**src/rtl/ctrl_pkg.sv**
```systemverilog
// Shared types for the ID-stage decoder: ALU/immediate/result encodings,
// RV32 opcodes and the control bundle carried into EX.
package ctrl_pkg;

    localparam int ALUC_W = 5;

    typedef enum logic [ALUC_W-1:0] {
        ALU_ADD    = 5'd0,
        ALU_SUB    = 5'd1,
        ALU_AND    = 5'd2,
        ALU_OR     = 5'd3,
        ALU_XOR    = 5'd4,
        ALU_SLL    = 5'd5,
        ALU_SRL    = 5'd6,
        ALU_SRA    = 5'd7,
        ALU_SLT    = 5'd9,
        ALU_SLTU   = 5'd10,
        ALU_PASSB  = 5'd11,
        ALU_MUL    = 5'd12,
        ALU_MULH   = 5'd13,
        ALU_MULHSU = 5'd14,
        ALU_MULHU  = 5'd15,
        ALU_DIV    = 5'd16,
        ALU_DIVU   = 5'd17,
        ALU_REM    = 5'd18,
        ALU_REMU   = 5'd19
    } alu_op_e;

    typedef enum logic [2:0] {
        IMM_I = 3'b000,
        IMM_S = 3'b010,
        IMM_B = 3'b011,
        IMM_U = 3'b100,
        IMM_J = 3'b101
    } imm_src_e;

    typedef enum logic [1:0] {
        RES_ALU = 2'b00,
        RES_MEM = 2'b01,
        RES_PC4 = 2'b10
    } result_src_e;

    localparam logic [6:0] OP_R      = 7'b0110011;
    localparam logic [6:0] OP_IALU   = 7'b0010011;
    localparam logic [6:0] OP_LOAD   = 7'b0000011;
    localparam logic [6:0] OP_STORE  = 7'b0100011;
    localparam logic [6:0] OP_LUI    = 7'b0110111;
    localparam logic [6:0] OP_AUIPC  = 7'b0010111;
    localparam logic [6:0] OP_JAL    = 7'b1101111;
    localparam logic [6:0] OP_JALR   = 7'b1100111;
    localparam logic [6:0] OP_BRANCH = 7'b1100011;

    localparam logic [6:0] F7_BASE = 7'b0000000;
    localparam logic [6:0] F7_ALT  = 7'b0100000;
    localparam logic [6:0] F7_MUL  = 7'b0000001;

    typedef struct packed {
        logic              reg_write;
        logic              mem_write;
        logic              mem_read;
        result_src_e       result_src;
        logic              alu_src_a;
        logic              alu_src_b;
        imm_src_e          imm_src;
        logic [ALUC_W-1:0] alu_ctrl;
        logic              branch;
        logic              jump;
        logic [2:0]        funct3;
        logic [4:0]        rd;
        logic [4:0]        rs1;
        logic [4:0]        rs2;
        logic              illegal;
    } ctrl_t;

    // Base-ISA ALU op from funct3; alt selects SUB (000) or SRA (101).
    function automatic logic [ALUC_W-1:0] alu_base(input logic [2:0] f3, input logic alt);
        case (f3)
            3'b000:  return alt ? ALU_SUB : ALU_ADD;
            3'b001:  return ALU_SLL;
            3'b010:  return ALU_SLT;
            3'b011:  return ALU_SLTU;
            3'b100:  return ALU_XOR;
            3'b101:  return alt ? ALU_SRA : ALU_SRL;
            3'b110:  return ALU_OR;
            default: return ALU_AND;
        endcase
    endfunction

endpackage

```
**src/rtl/instr_decoder.sv**
```systemverilog
// Pure combinational RV32I(+M) decode of one instruction into a ctrl_t bundle
// plus the source-register usage flags needed by the hazard unit.
module instr_decoder
    import ctrl_pkg::*;
#(
    parameter bit ENABLE_M = 1'b0
) (
    input  logic [31:0] instr,
    output ctrl_t       ctrl,
    output logic        rs1_used,
    output logic        rs2_used
);

    logic [6:0] opcode;
    logic [2:0] f3;
    logic [6:0] f7;
    ctrl_t      d;
    logic       u1;
    logic       u2;
    logic       bad;

    assign opcode = instr[6:0];
    assign f3     = instr[14:12];
    assign f7     = instr[31:25];

    always_comb begin
        d   = '0;
        u1  = 1'b0;
        u2  = 1'b0;
        bad = 1'b0;
        case (opcode)
            OP_R: begin
                d.reg_write = 1'b1;
                u1 = 1'b1;
                u2 = 1'b1;
                if (f7 == F7_BASE)
                    d.alu_ctrl = alu_base(f3, 1'b0);
                else if (f7 == F7_ALT && (f3 == 3'b000 || f3 == 3'b101))
                    d.alu_ctrl = alu_base(f3, 1'b1);
                else if (f7 == F7_MUL && ENABLE_M)
                    d.alu_ctrl = 5'(ALU_MUL) + {2'b00, f3};
                else
                    bad = 1'b1;
            end
            OP_IALU: begin
                d.reg_write = 1'b1;
                d.alu_src_b = 1'b1;
                d.imm_src   = IMM_I;
                d.alu_ctrl  = alu_base(f3, f3 == 3'b101 && f7[5]);
                u1 = 1'b1;
                if (f3 == 3'b001 && f7 != F7_BASE)
                    bad = 1'b1;
                if (f3 == 3'b101 && f7 != F7_BASE && f7 != F7_ALT)
                    bad = 1'b1;
            end
            OP_LOAD: begin
                d.reg_write  = 1'b1;
                d.mem_read   = 1'b1;
                d.result_src = RES_MEM;
                d.alu_src_b  = 1'b1;
                d.imm_src    = IMM_I;
                u1 = 1'b1;
            end
            OP_STORE: begin
                d.mem_write = 1'b1;
                d.alu_src_b = 1'b1;
                d.imm_src   = IMM_S;
                u1 = 1'b1;
                u2 = 1'b1;
            end
            OP_LUI: begin
                d.reg_write = 1'b1;
                d.alu_src_b = 1'b1;
                d.imm_src   = IMM_U;
                d.alu_ctrl  = ALU_PASSB;
            end
            OP_AUIPC: begin
                d.reg_write = 1'b1;
                d.alu_src_a = 1'b1;
                d.alu_src_b = 1'b1;
                d.imm_src   = IMM_U;
            end
            OP_JAL: begin
                d.reg_write  = 1'b1;
                d.jump       = 1'b1;
                d.result_src = RES_PC4;
                d.alu_src_a  = 1'b1;
                d.alu_src_b  = 1'b1;
                d.imm_src    = IMM_J;
            end
            OP_JALR: begin
                d.reg_write  = 1'b1;
                d.jump       = 1'b1;
                d.result_src = RES_PC4;
                d.alu_src_b  = 1'b1;
                d.imm_src    = IMM_I;
                u1 = 1'b1;
            end
            OP_BRANCH: begin
                d.branch  = 1'b1;
                d.imm_src = IMM_B;
                // EQ/NE compare by subtraction, LT/GE and LTU/GEU by set-less-than.
                case (f3[2:1])
                    2'b10:   d.alu_ctrl = ALU_SLT;
                    2'b11:   d.alu_ctrl = ALU_SLTU;
                    default: d.alu_ctrl = ALU_SUB;
                endcase
                u1 = 1'b1;
                u2 = 1'b1;
            end
            default: bad = 1'b1;
        endcase

        d.funct3 = f3;
        d.rd     = instr[11:7];
        d.rs1    = instr[19:15];
        d.rs2    = instr[24:20];
        if (d.rd == 5'd0)
            d.reg_write = 1'b0;

        ctrl     = d;
        rs1_used = u1;
        rs2_used = u2;
        if (bad) begin
            ctrl         = '0;
            ctrl.illegal = 1'b1;
            rs1_used     = 1'b0;
            rs2_used     = 1'b0;
        end
    end

endmodule

```
**src/rtl/decode_pipe_ctrl.sv**
```systemverilog
// ID stage of the pipeline: decode, load-use hazard detection, ID/EX register
// with flush/back-pressure handling, and saturating stall/flush counters.
module decode_pipe_ctrl
    import ctrl_pkg::*;
#(
    parameter int XLEN     = 32,
    parameter bit ENABLE_M = 1'b0,
    parameter int CNT_W    = 16
) (
    input  logic                     clk,
    input  logic                     rst_n,
    input  logic                     id_valid_i,
    input  logic [31:0]              instr_i,
    input  logic [XLEN-1:0]          pc_i,
    input  logic                     flush_i,
    input  logic                     ex_ready_i,
    output logic                     stall_o,
    output logic                     ex_valid_o,
    output logic [$bits(ctrl_t)-1:0] ex_ctrl_o,
    output logic [XLEN-1:0]          ex_pc_o,
    output logic [31:0]              ex_instr_o,
    output logic                     illegal_o,
    output logic [CNT_W-1:0]         stall_cnt_o,
    output logic [CNT_W-1:0]         flush_cnt_o
);

    ctrl_t dec;
    ctrl_t ex_ctrl;
    logic  rs1_used;
    logic  rs2_used;
    logic  hazard;

    instr_decoder #(.ENABLE_M(ENABLE_M)) u_dec (
        .instr    (instr_i),
        .ctrl     (dec),
        .rs1_used (rs1_used),
        .rs2_used (rs2_used)
    );

    assign ex_ctrl_o = ex_ctrl;

    assign hazard = id_valid_i && ex_valid_o && ex_ctrl.mem_read && (ex_ctrl.rd != 5'd0) &&
                    ((rs1_used && ex_ctrl.rd == instr_i[19:15]) ||
                     (rs2_used && ex_ctrl.rd == instr_i[24:20]));

    // A flush kills the ID/EX contents regardless of EX readiness, so it never stalls.
    assign stall_o = !flush_i && (hazard || !ex_ready_i);

    always_ff @(posedge clk or negedge rst_n) begin
        if (!rst_n) begin
            ex_valid_o <= 1'b0;
            ex_ctrl    <= '0;
            ex_pc_o    <= '0;
            ex_instr_o <= '0;
            illegal_o  <= 1'b0;
        end else if (flush_i || (ex_ready_i && hazard)) begin
            ex_valid_o <= 1'b0;
            ex_ctrl    <= '0;
            ex_pc_o    <= '0;
            ex_instr_o <= '0;
            illegal_o  <= 1'b0;
        end else if (ex_ready_i) begin
            ex_valid_o <= id_valid_i;
            ex_ctrl    <= dec;
            ex_pc_o    <= pc_i;
            ex_instr_o <= instr_i;
            illegal_o  <= id_valid_i && dec.illegal;
        end
    end

    always_ff @(posedge clk or negedge rst_n) begin
        if (!rst_n) begin
            stall_cnt_o <= '0;
            flush_cnt_o <= '0;
        end else begin
            if (stall_o && stall_cnt_o != '1)
                stall_cnt_o <= stall_cnt_o + 1'b1;
            if (flush_i && flush_cnt_o != '1)
                flush_cnt_o <= flush_cnt_o + 1'b1;
        end
    end

endmodule

```
**config.mk**
```make
export PLATFORM = sky130hd
export DESIGN_NAME = decode_pipe_ctrl
export DESIGN_NICKNAME = d
export VERILOG_FILES = /design/src/rtl/ctrl_pkg.sv /design/src/rtl/instr_decoder.sv /design/src/rtl/decode_pipe_ctrl.sv
export SDC_FILE = /design/constraint.sdc
export NUM_CORES = 1
export LEC_CHECK = 0
export CAP_MARGIN = 5
export CORE_ASPECT_RATIO = 0.7
export CORE_MARGIN = 1.5
export CORE_UTILIZATION = 51
export CTS_BUF_LIST = sky130_fd_sc_hd__clkbuf_8
export CTS_CLUSTER_SIZE = 30
export DETAILED_ROUTE_END_ITERATION = 7
export GPL_TIMING_DRIVEN = 1
export PLACE_DENSITY = 0.89
export SETUP_SLACK_MARGIN = 0.1
export SYNTH_ARGS = -nofsm -noshare
export SYNTH_HDL_FRONTEND = slang
export SYNTH_SLANG_ARGS = --single-unit
```
**constraint.sdc**
```tcl
create_clock -name clk -period 5 [get_ports clk]
set_input_delay 1 -clock clk [delete_from_list [all_inputs] [get_ports clk]]
set_output_delay 1 -clock clk [all_outputs]
set_load 0.03 [all_outputs]
```
; Word level (Yosys, flattened, before mapping)
; Index checks and enable logic that the tools add are counted.
[classes]
add_sub_neg = 2
eq_ne = 23
mux = 39
n_reduce_logical = 36
[ops]
columns = cell, n
row1 = $mux 32, 4
row2 = $mux 36, 3
row3 = $pmux 4 s7, 2
row4 = $pmux 5 s7, 1
row5 = $add 16x1->16 const B, 2
row6 = $ne 16x16->1 const B, 2
row7 = $eq 7x6->1 const B, 4
row8 = $mux 1, 22
row9 = $eq 7x7->1 const B, 3
row10 = $reduce_or 7->1, 3
row11 = $pmux 5 s4, 1
row12 = $logic_and 1x1->1, 16
row13 = $eq 7x5->1 const B, 2
row14 = $pmux 3 s4, 1
row15 = $eq 5x5->1, 2
row16 = $mux 5, 2
row17 = $eq 3x3->1 const B, 3
row18 = $pmux 4 s2, 1
row19 = $eq 7x2->1 const B, 1
row20 = $logic_not 7->1, 1
row21 = $ne 7x6->1 const B, 1
row22 = $reduce_bool 7->1, 1
row23 = $eq 3x2->1 const B, 2
row24 = $reduce_or 2->1, 3
row25 = 12 further kinds, 17
[totals]
register_bits = 134
input_bits = 69
out_inout_bits = 135
wordCells = 121

; Depth between registers and ports, before layout
; Gate-level depths: netlist of the first run.
[logic_depth]
ltp_word = 13
ltp_mapped = 10
ltp_nobuf = 7

; Hierarchy
; Synthesis of the first run repeated with hierarchy kept, for this count alone.
[hier_totals]
hier_cells = 517
hier_area_um2 = 6208.5
[by_module_without_submodules]
columns = mod, n_inst, cells_per_inst, area_each_um2, seq_area_each_um2
row1 = decode_pipe_ctrl, 1, 392, 5210.0, 3353.2
row2 = instr_decoder, 1, 125, 998.5, 0.0

; Worst setup path after synthesis of the first run
; OpenSTA, ideal clock, no wires.
[synth_timing]
path_type = in2out
from = input instr_i[3]
to = output stall_o
t_arrival_ps = 2394
required_time_ps = 4000
setup_slack_ps = 1606
stages = 7
n_path_buf = 2
path_cell_list = buf_2 > nor2_2 > nand2_2 > nor3_1 > o21ai_1 > o31ai_4 > buf_2
[synth_between]
elab_chain_len = 9
elab_cells_between_ends = 23
classes_between = 9 x eq/ne / 5 x mux / 9 x reduce/logical
[synth_rtl]
columns = element, line_no
row1 = from (decl), decode_pipe_ctrl.sv:13  ; input logic [31:0] instr_i,
row2 = "$eq 7x7->1, or another cell as far along", instr_decoder.sv:31  ; case (opcode)
row3 = "$reduce_or 7->1 (no source line), or another cell as far along", -
row4 = $pmux 1 s3 or $mux 1 (tied branches), instr_decoder.sv:31
row5 = $mux 1, instr_decoder.sv:124  ; if (bad) begin
row6 = "$logic_and 1x1->1, on equally long branches", "decode_pipe_ctrl.sv:43, decode_pipe_ctrl.sv:44"
row7 = $logic_or 1x1->1 (*), decode_pipe_ctrl.sv:43  ; ((rs1_used && ex_ctrl.rd == instr_i[19:15]) ||
row8 = $logic_and 1x1->1 (*), decode_pipe_ctrl.sv:42  ; assign hazard = id_valid_i && ex_valid_o && ex_ctrl.mem_read && (ex_ctrl.rd != 5'd0) &&
row9 = $logic_or 1x1->1 (*), decode_pipe_ctrl.sv:47  ; assign stall_o = !flush_i && (hazard || !ex_ready_i);
row10 = $logic_and 1x1->1 (*), decode_pipe_ctrl.sv:47
row11 = to (decl), decode_pipe_ctrl.sv:17  ; output logic stall_o,
; Mark *: on every way between the ends. The rest lies on a longest branch, timed or not.

; Final worst setup path of the first run
[layout_timing]
from = input instr_i[6]
to = output stall_o
; Same word-level chain as after synthesis.

==> out/metrics.cfg, run 1 <==
[status]
status=completed

[synthesis]
synth_top_area_share_pct=56.49
synth.most_common_cell=dfrtp_1
syn-instance-count=529
synth_warnings=0
avgSynthCellArea_um2=11.14
synth_nets=600
synth_area_leaders=dfrtp_1 (56%), a22o_1 (9.5%), xnor2_1 (4.3%), a21oi_1 (2.6%), nor2_1 (2.5%)
yosys-top-cells-count=dfrtp_1 (133), a22o_1 (64), nor2_1 (40)
ys_async_sr_fraction_pct=100.0
yosysSeqAreaShare_pct=56.49
yosys_register_bits=133
yosys.cell_types.count=57
synth_area_um2=5892
synth_top_cell_by_area=dfrtp_1
synth_edf_count=0
synth_flop_cell=dfrtp_1

[clock_network]
cts_made_buffers=17
clock-sinks=133
cts_setup_buffers=0
cts-resized-gates=0
cts_hold_buffers=0
clk_pin_slew_ns=0.08
cts_root_buf=clkbuf_8
cts_tree=built
h-tree-depth=4
clkLatencyLatePin_ns=0.43
clockBufferDepth=2

[floorplanning]
initial_core_util_pct=52.93
die_x_um=131.5
rows=32
io_pins=204
core_area_um2=11130
dieArea_um2=12220
fp.dieH_um=92.93

[global_routing]
grt_pass1_vias=5050
grtUsageTotal_pct=27.82
grt_first_pass_wirelength_um=26450
antenna_found_initial=0
grt_max_degree=89
grt-ovfl-total=0

[finish]
antenna_cells=0
multi_input_area_um2=2349
drive_gt1_share_pct=7.493
layout.nets=793
fillCellCount=765
seqCellArea_um2=3328
syn_to_final_growth_pct=41.35

[routing]
vias=5034
wl_um=16520
ant_nets=0
viasPerCell=5.675
drtPass1Iterations=5
drt-initial-drc-count=326
post-route-drc-count=0
routedWlPerCell_um=18.62

[sta]
period_minus_slack_ns=4.547
slew_headroom_pct=22.24
setup_violations=0
finalClockSkew_ns=0.01049
worst_pin_slew_ns=1.161
post-route-period-util_pct=90.93
final_max_slew_viol_count=0
hold_viol=0
layout_setup_ws_ns=0.4533
rsz0062_at_grt=no
setup_tns_ns=0
max_freq_ghz=0.2199

[power]
total_leakage_power_nw=3.586
ir_drop_mv=0.4038
power_density_nw_per_um2=329.0

[critical_path]
worst_r2r_endpoint=stall_cnt_o[1]
rrSetupSlack_ns=2.15
end_kind=output port
worst-path-max-fanout=14
reg2reg_depth=8
reg2reg_from=ex_ctrl_o[11]
cp.required_ns=4.00
worstPathArrival_ns=3.55
startpoint_type=primary input
critPathKind=in2out

[place]
dp_slack_ns=0.4891
io_buffer_count=202
gp_congestion=0.9500
hpwlAfterDp_um=11740

[min_path]
hold_start=ex_ctrl_o[21]
hold_path_end=ex_ctrl_o[21]
worstHoldPathCells=2
hold_class=reg2reg

[flow_run]
maxCapViolations=0

## report_power, final
part	switching, mW	total [mW]	internal, mW
clock	0.424	0.824	0.401
combinational	0.380	0.666	0.286
sequential	0.0877	1.25	1.16
total	0.892	2.74	1.85
## placed cells by master, fill, tap and decap left out, drive strengths merged, types with 3 or more instances in the layout
| master | Yosys | routed |
|---|---|---|
| nor3b | 4 | 4 |
| nor2 | 41 | 41 |
| nand2b | 5 | 5 |
| a21oi | 32 | 32 |
| nand4 | 14 | 14 |
| clkbuf | 16 | 18 |
| and3 | 11 | 11 |
| nor2b | 19 | 19 |
| nor3 | 9 | 9 |
| nand3 | 19 | 19 |
| clkinv | 0 | 9 |
| o21ai | 20 | 20 |
| and2 | 4 | 4 |
| o41ai | 3 | 3 |
| a22o | 64 | 64 |
| clkdlybuf4s50 | 0 | 201 |
| dfrtp | 133 | 133 |
| o31ai | 3 | 3 |
| inv | 5 | 6 |
| xor2 | 9 | 9 |
| buf | 20 | 9 |
| nand2 | 35 | 35 |
| xnor2 | 29 | 29 |
| a31oi | 3 | 3 |
## critical path, stage by stage
cell and delay [ns]:
clkdlybuf4s50_1 0.77, and3b_1 0.34, a21oi_1 0.12, a21oi_2 0.21, o31ai_4 0.13, o31ai_4 0.24, clkdlybuf4s50_1 0.73
## flip-flops by register name, summed over array words and instances, names as in the netlist
name and cells:
ex_instr_o 32, illegal_o 1, flush_cnt_o 16, stall_cnt_o 16
ex_pc_o 32, ex_valid_o 1, ex_ctrl_o 35
## final cells by class
cell class	count	share of cell area, %
Sequential cell	133	39.96
Multi-Input combinational cell	355	28.20
Timing Repair Buffer	210	25.02
Clock buffer	18	2.975
Tap cell	153	2.299
Clock inverter	13	1.322
Inverter	5	0.2254
## through the flow
| stage | power, mW | utilization (%) | cells | hold WS [ns] | instance area (um^2) |
|---|---|---|---|---|---|
| final | 2.740 | 74.82 | 887 | 0.4875 | 8328 |
| after global routing | 2.861 | 74.82 | 887 | 0.5248 | 8328 |
| after CTS | 2.760 | 74.82 | 887 | 0.4870 | 8328 |
| after detailed placement | 1.930 | 71.61 | 856 | 0.4699 | 7970 |
| after floorplan | 1.612 | - | 529 | 0.6503 | 5892 |
| after global placement | 1.907 | 71.61 | 856 | 0.4637 | 7970 |
## worst max-delay path by stage
stage                          start      end  slack, ns  cells past startpoint
after CTS                 instr_i[5]  stall_o       0.49                      7
after global routing      instr_i[6]  stall_o       0.29                      7
final                     instr_i[6]  stall_o       0.45                      7
after global placement    instr_i[6]  stall_o       0.55                      7
after detailed placement  instr_i[5]  stall_o       0.49                      7
after floorplan           instr_i[3]  stall_o       1.61                      7
## logic make-up (layout without fill, tap and decap cells)
| group | count (synthesis) | after routing | share of synthesized area (%) |
|---|---|---|---|
| AO/OA/AOI/OAI | 138 | 138 | 17.54 |
| AND/OR/NAND/NOR | 172 | 172 | 15.25 |
| adder cells (fa/ha/maj) | 2 | 2 | 0.4247 |
| multiplexers | 4 | 4 | 0.7220 |
| flip-flops | 133 | 133 | 56.49 |
| XOR/XNOR | 38 | 38 | 5.649 |
| other | 1 | 1 | 0.06365 |
| buffers and inverters | 41 | 246 | 3.865 |
## per-layer routing
| metal | vias to the layer above | GRT usage, % | wire [um] | part of all wire, % |
|---|---|---|---|---|
| li1 | 2280 | - | - | - |
| met1 | 2484 | 37.42 | 7226 | 44 |
| met2 | 231 | 40.92 | 7485 | 45 |
| met3 | 39 | 9.141 | 1343 | 8.1 |
| met4 | 0 | 13.24 | 464 | 2.8 |
| met5 | - | 0 | 0 | 0 |
Power figures use the tool's default switching activity.
==> inputs of run 2 (changes only) <==
--- a/config.mk
+++ b/config.mk
@@ -7,13 +7,14 @@
 export LEC_CHECK = 0
 export CAP_MARGIN = 5
 export CORE_ASPECT_RATIO = 0.7
-export CORE_MARGIN = 1.5
+export CORE_MARGIN = 2
 export CORE_UTILIZATION = 51
 export CTS_BUF_LIST = sky130_fd_sc_hd__clkbuf_8
 export CTS_CLUSTER_SIZE = 30
 export DETAILED_ROUTE_END_ITERATION = 7
 export GPL_TIMING_DRIVEN = 1
 export PLACE_DENSITY = 0.89
+export REMOVE_ABC_BUFFERS = 1
 export SETUP_SLACK_MARGIN = 0.1
 export SYNTH_ARGS = -nofsm -noshare
 export SYNTH_HDL_FRONTEND = slang
==> run 2 against run 1 <==
Against the previous run: worst setup slack worse by 0.025 ns; die area up 1.8%; register-to-register slack better by 0.06 ns; utilization up 1.1 points; power up 5.3%; critical path depth unchanged; clock-buffer cell count up 2; clock skew up 0.0022 ns; cell count up 0.56%; routed wire length up 2.4%; flip-flop and latch count unchanged; non-clock buffer count up 4.
==> out/metrics.cfg, run 2 (same netlist as run 1, synthesis figures left out) <==
[sta]
setup_violations=0
slew_headroom_pct=37.53
period_minus_slack_ns=4.571
post-route-period-util_pct=91.43
worst_pin_slew_ns=0.9370
final_max_slew_viol_count=0
fin_hold_ws_ns=0.4828
finalClockSkew_ns=0.01270
hold_viol=0
max_freq_ghz=0.2188
rsz0062_at_grt=no

[critical_path]
critPathKind=in2out
cp.required_ns=4.00
worst-path-max-fanout=14
cp_cell_sequence=clkdlybuf4s50_1 > and3b_1 > a21oi_1 > a21oi_2 > o31ai_4 > o31ai_4 > clkdlybuf4s50_1
reg2reg_depth=8
worst_r2r_endpoint=stall_cnt_o[1]
startpoint_type=primary input
slowest_delay_ns=0.78
worstPathArrival_ns=3.57
reg2reg_from=ex_ctrl_o[11]
rrSetupSlack_ns=2.21
end_kind=output port
critPathSlowestCell=clkdlybuf4s50_1

[finish]
final_util_pct=75.94
layout.nets=797
final_common_cell=clkdlybuf4s50_1
drive_gt1_share_pct=7.984
largest_reg_flops=35
layout_common_cells=clkdlybuf4s50_1 (201), dfrtp_1 (133), a22o_1 (64)
antenna_cells=0
syn_to_final_growth_pct=43.47

[min_path]
hold_path_end=ex_ctrl_o[28]
worstHoldPathCells=2
hold_class=reg2reg
hold_start=ex_ctrl_o[28]

[place]
hpwlAfterDp_um=11960
io_buffer_count=202
gp_congestion=0.8692

[routing]
vias=5033
routedWlPerCell_um=18.97
wl_um=16920
post-route-drc-count=0
drt-initial-drc-count=297
drtPass1Iterations=4
routed.top_layer=met4
viasPerCell=5.642
ant_nets=0
wl_met2_um=7603
wl_met3_um=1340
wl_met1_um=7781

[clock_network]
clockBufferDepth=2
clk_pin_slew_ns=0.07
cts_made_buffers=17
cts_hold_buffers=0
cts_root_buf=clkbuf_8
clkLatencyLatePin_ns=0.43
cts-resized-gates=0
cts_setup_buffers=0
h-tree-depth=4
cts_tree=built
clock-sinks=133

[floorplanning]
die_x_um=132.5
rows=32
dieArea_um2=12440
fp.dieH_um=93.93
core_area_um2=11130
io_pins=204
initial_core_util_pct=52.93

[status]
status=completed

[global_routing]
grt_max_degree=100
grtUsageTotal_pct=27.77
grt_pass1_vias=4927
grt-ovfl-total=0
grt_first_pass_wirelength_um=26860
antenna_found_initial=0

[power]
ir_drop_mv=0.4061
total_leakage_power_nw=3.642
power_density_nw_per_um2=341.2

[flow_run]
maxCapViolations=0

==> run 2: cell types whose count changed in the layout (fill, tap and decap cells not counted) <==
| cell | before | now |
|---|---|---|
| clkinv_2 | 6 | 2 |
| buf_12 | 0 | 2 |
| buf_4 | 8 | 10 |
| bufinv_16 | 1 | 3 |
| clkbuf_8 | 18 | 20 |
| clkinv_4 | 3 | 2 |
| clkinvlp_4 | 2 | 3 |
| inv_1 | 5 | 6 |
==> run 2: through the flow <==
| stage | std cells | area, um^2 | worst slack [ns] | power, mW | TNS (ns) |
|---|---|---|---|---|---|
| after detailed placement | 860 | 8025 | 0.4526 | 1.941 | 0 |
| after global routing | 892 | 8453 | 0.3299 | 2.999 | 0 |
| after global placement | 860 | 8025 | 0.5229 | 1.911 | 0 |
| final | 892 | 8453 | 0.4287 | 2.885 | 0 |
| after CTS | 892 | 8453 | 0.4443 | 2.904 | 0 |
| after floorplan | 493 | 5683 | -0.7361 | 1.592 | -47.11 |
==> run 2: layout make-up <==
class                           instances  area, um^2
Fill cell                             762        2678
Clock buffer                           20       275.3
Inverter                                5       18.77
Clock inverter                         12       152.6
Sequential cell                       133        3328
Multi-Input combinational cell        355        2349
Tap cell                              153       191.4
Timing Repair Buffer                  214        2138
==> run 2: report_power, final <==
group / leakage, nW / total (mW) / internal (mW) / switching [mW]
logic: 1.64 / 0.676 / 0.291 / 0.385
registers: 1.78 / 1.25 / 1.16 / 0.0891
clock network: 0.213 / 0.959 / 0.533 / 0.425
total: 3.64 / 2.88 / 1.99 / 0.899
==> run 2: routing by layer <==
layer,up-vias,track usage [%]
li1,2295,-
met1,2499,39.34
met2,224,42.14
met3,15,6.958
met4,0,9.319
met5,-,0
==> run 2: worst max-delay path by stage <==
stage	from	end	slack, ns
after floorplan	instr_i[1]	ex_instr_o[0]	-0.74
after global placement	instr_i[15]	stall_o	0.52
after detailed placement	instr_i[6]	stall_o	0.45
after CTS	instr_i[6]	stall_o	0.44
after global routing	instr_i[6]	stall_o	0.33
final	instr_i[6]	stall_o	0.43
==> run 2: critical path, delay by kind of cell <==
kind / cells / cell delay [ns]
AOI/OAI and AO/OA: 4 / 0.72
buffers and inverters: 2 / 1.51
and+or+nand+nor: 1 / 0.34
==> inputs of run 3 (changes only) <==
--- a/config.mk
+++ b/config.mk
@@ -8,12 +8,12 @@
 export CAP_MARGIN = 5
 export CORE_ASPECT_RATIO = 0.7
 export CORE_MARGIN = 2
-export CORE_UTILIZATION = 51
+export CORE_UTILIZATION = 42
 export CTS_BUF_LIST = sky130_fd_sc_hd__clkbuf_8
 export CTS_CLUSTER_SIZE = 30
 export DETAILED_ROUTE_END_ITERATION = 7
 export GPL_TIMING_DRIVEN = 1
-export PLACE_DENSITY = 0.89
+export PLACE_DENSITY = 0.78
 export REMOVE_ABC_BUFFERS = 1
 export SETUP_SLACK_MARGIN = 0.1
 export SYNTH_ARGS = -nofsm -noshare
==> constraint.sdc (replaced) <==
create_clock -name clk -period 3.9 [get_ports clk]
set_input_delay 0.78 -clock clk [delete_from_list [all_inputs] [get_ports clk]]
set_output_delay 0.78 -clock clk [all_outputs]
set_load 0.03 [all_outputs]
==> run 3 against run 2 <==
Against the previous run: design area grew 0.70%; routed wire length shrank 3.2%; flip-flop and latch count is the same; via count shrank 1.5%; combinational power grew 26%; sequential share of layout area shrank 0.27 points; register-to-register slack lost 1.0 ns; highest routed layer unchanged; clock skew shrank 0.0014 ns; sequential power grew 28%; critical endpoint unchanged; worst hold slack lost 0.093 ns.
==> out/metrics.cfg, run 3 (same netlist as run 1, synthesis figures left out) <==
[status]
status=completed

[critical_path]
cp-startpoint=instr_i[4]
reg2reg_depth=8
worst-path-max-fanout=12
startpoint_type=primary input
critPathKind=in2out
worst_r2r_endpoint=stall_cnt_o[1]
rrSetupSlack_ns=1.21
reg2reg_from=ex_ctrl_o[11]
worstPathArrival_ns=2.75
end_kind=output port
cp.required_ns=3.12

[sta]
fin_hold_ws_ns=0.3898
finalClockSkew_ns=0.01125
final_max_slew_viol_count=0
period_minus_slack_ns=3.533
layout_setup_ws_ns=0.3673
rsz0062_at_grt=no
post-route-period-util_pct=90.58
setup_violations=0
hold_viol=0
setup_tns_ns=0
worst_pin_slew_ns=1.003
slew_headroom_pct=32.98
max_freq_ghz=0.2831

[routing]
drt-initial-drc-count=261
post-route-drc-count=0
viasPerCell=5.320
drtPass1Iterations=4
vias=4958
routedWlPerCell_um=17.58
wl_um=16380
ant_nets=0

[place]
gp_congestion=0.8600
hpwlAfterDp_um=11850
io_buffer_count=202
dp_slack_ns=0.3548

[clock_network]
cts_hold_buffers=0
clock-sinks=133
cts_tree=built
clk_pin_slew_ns=0.07
cts_made_buffers=17
cts_root_buf=clkbuf_8
clockBufferDepth=2
cts_setup_buffers=0
h-tree-depth=4
clkLatencyLatePin_ns=0.45
cts-resized-gates=0

[power]
switching_share_pct=30.52
seq_power_share_pct=43.2
power_density_nw_per_um2=434.5
power_mw=3.698
p_clk_share_pct=33.8
p_comb_share_pct=23.0
ir_drop_mv=0.3837
total_leakage_power_nw=3.655
power_switching_mw=1.129
internal_power_mw=2.570

[finish]
largest_reg_flops=35
layout_common_cells=clkdlybuf4s50_1 (200), dfrtp_1 (133), a22o_1 (64)
drive_gt1_share_pct=8.356
final_util_pct=61.55
syn_to_final_growth_pct=44.47
layout.nets=800
antenna_cells=0
final_common_cell=clkdlybuf4s50_1

[global_routing]
antenna_found_initial=0
grt-ovfl-total=0
grtUsageTotal_pct=22.15
grt_pass1_vias=4781
grt_first_pass_wirelength_um=25810
grt_max_degree=87

[floorplanning]
initial_core_util_pct=42.61
core_area_um2=13830
dieArea_um2=15010
rows=36
io_pins=204
fp.dieH_um=103.1
die_x_um=145.6

[min_path]
hold_class=in2async

[flow_run]
maxCapViolations=0

## run 3: worst max path at each step
| stage | end | slack [ns] | cells past startpoint |
|---|---|---|---|
| finish | stall_o | 0.37 | 7 |
| floorplan | ex_instr_o[0] | -1.62 | 6 |
| detailed placement | stall_o | 0.35 | 7 |
| global route | stall_o | 0.24 | 7 |
| global placement | stall_o | 0.38 | 7 |
| CTS | stall_o | 0.36 | 7 |
## run 3: final cells by class
type                            count  area [um^2]
Sequential cell                   133         3328
Clock inverter                     14        185.2
Timing Repair Buffer              217         2146
Multi-Input combinational cell    355         2349
Fill cell                        1142         5316
Clock buffer                       18        247.7
Inverter                            5        18.77
Tap cell                          190        237.7
## run 3: power by group through the flow
stage                     Combinational, mW  Clock [mW]  Sequential (mW)
after floorplan                       0.217           0             1.82
after global placement                0.839           0             1.61
after detailed placement              0.855           0             1.62
after CTS                             0.858        1.28             1.60
after global routing                  0.910        1.35             1.62
final                                 0.852        1.25             1.60
## run 3: worst max-delay path, stage by stage
cell             delay (ns)
clkdlybuf4s50_1        0.58
nand2b_1               0.27
a211o_1                0.31
a21oi_2                0.17
o31ai_4                0.14
o31ai_4                0.27
buf_4                  0.22
## run 3: metrics by stage
step           cell area, um^2  instances
2_1_floorplan             5683        493
3_3_place_gp              8079        900
4_1_cts                   8512        932
5_1_grt                   8512        932
3_5_place_dp              8079        900
6_report                  8512        932
## run 3: layer usage
metal | GRT usage [%] | part of all wire [%] | vias up
li1 | - | - | 2293
met3 | 8.097 | 7.9 | 12
met1 | 30.59 | 47 | 2472
met4 | 7.466 | 0.76 | 0
met2 | 32.59 | 44 | 181
met5 | 0 | 0 | -
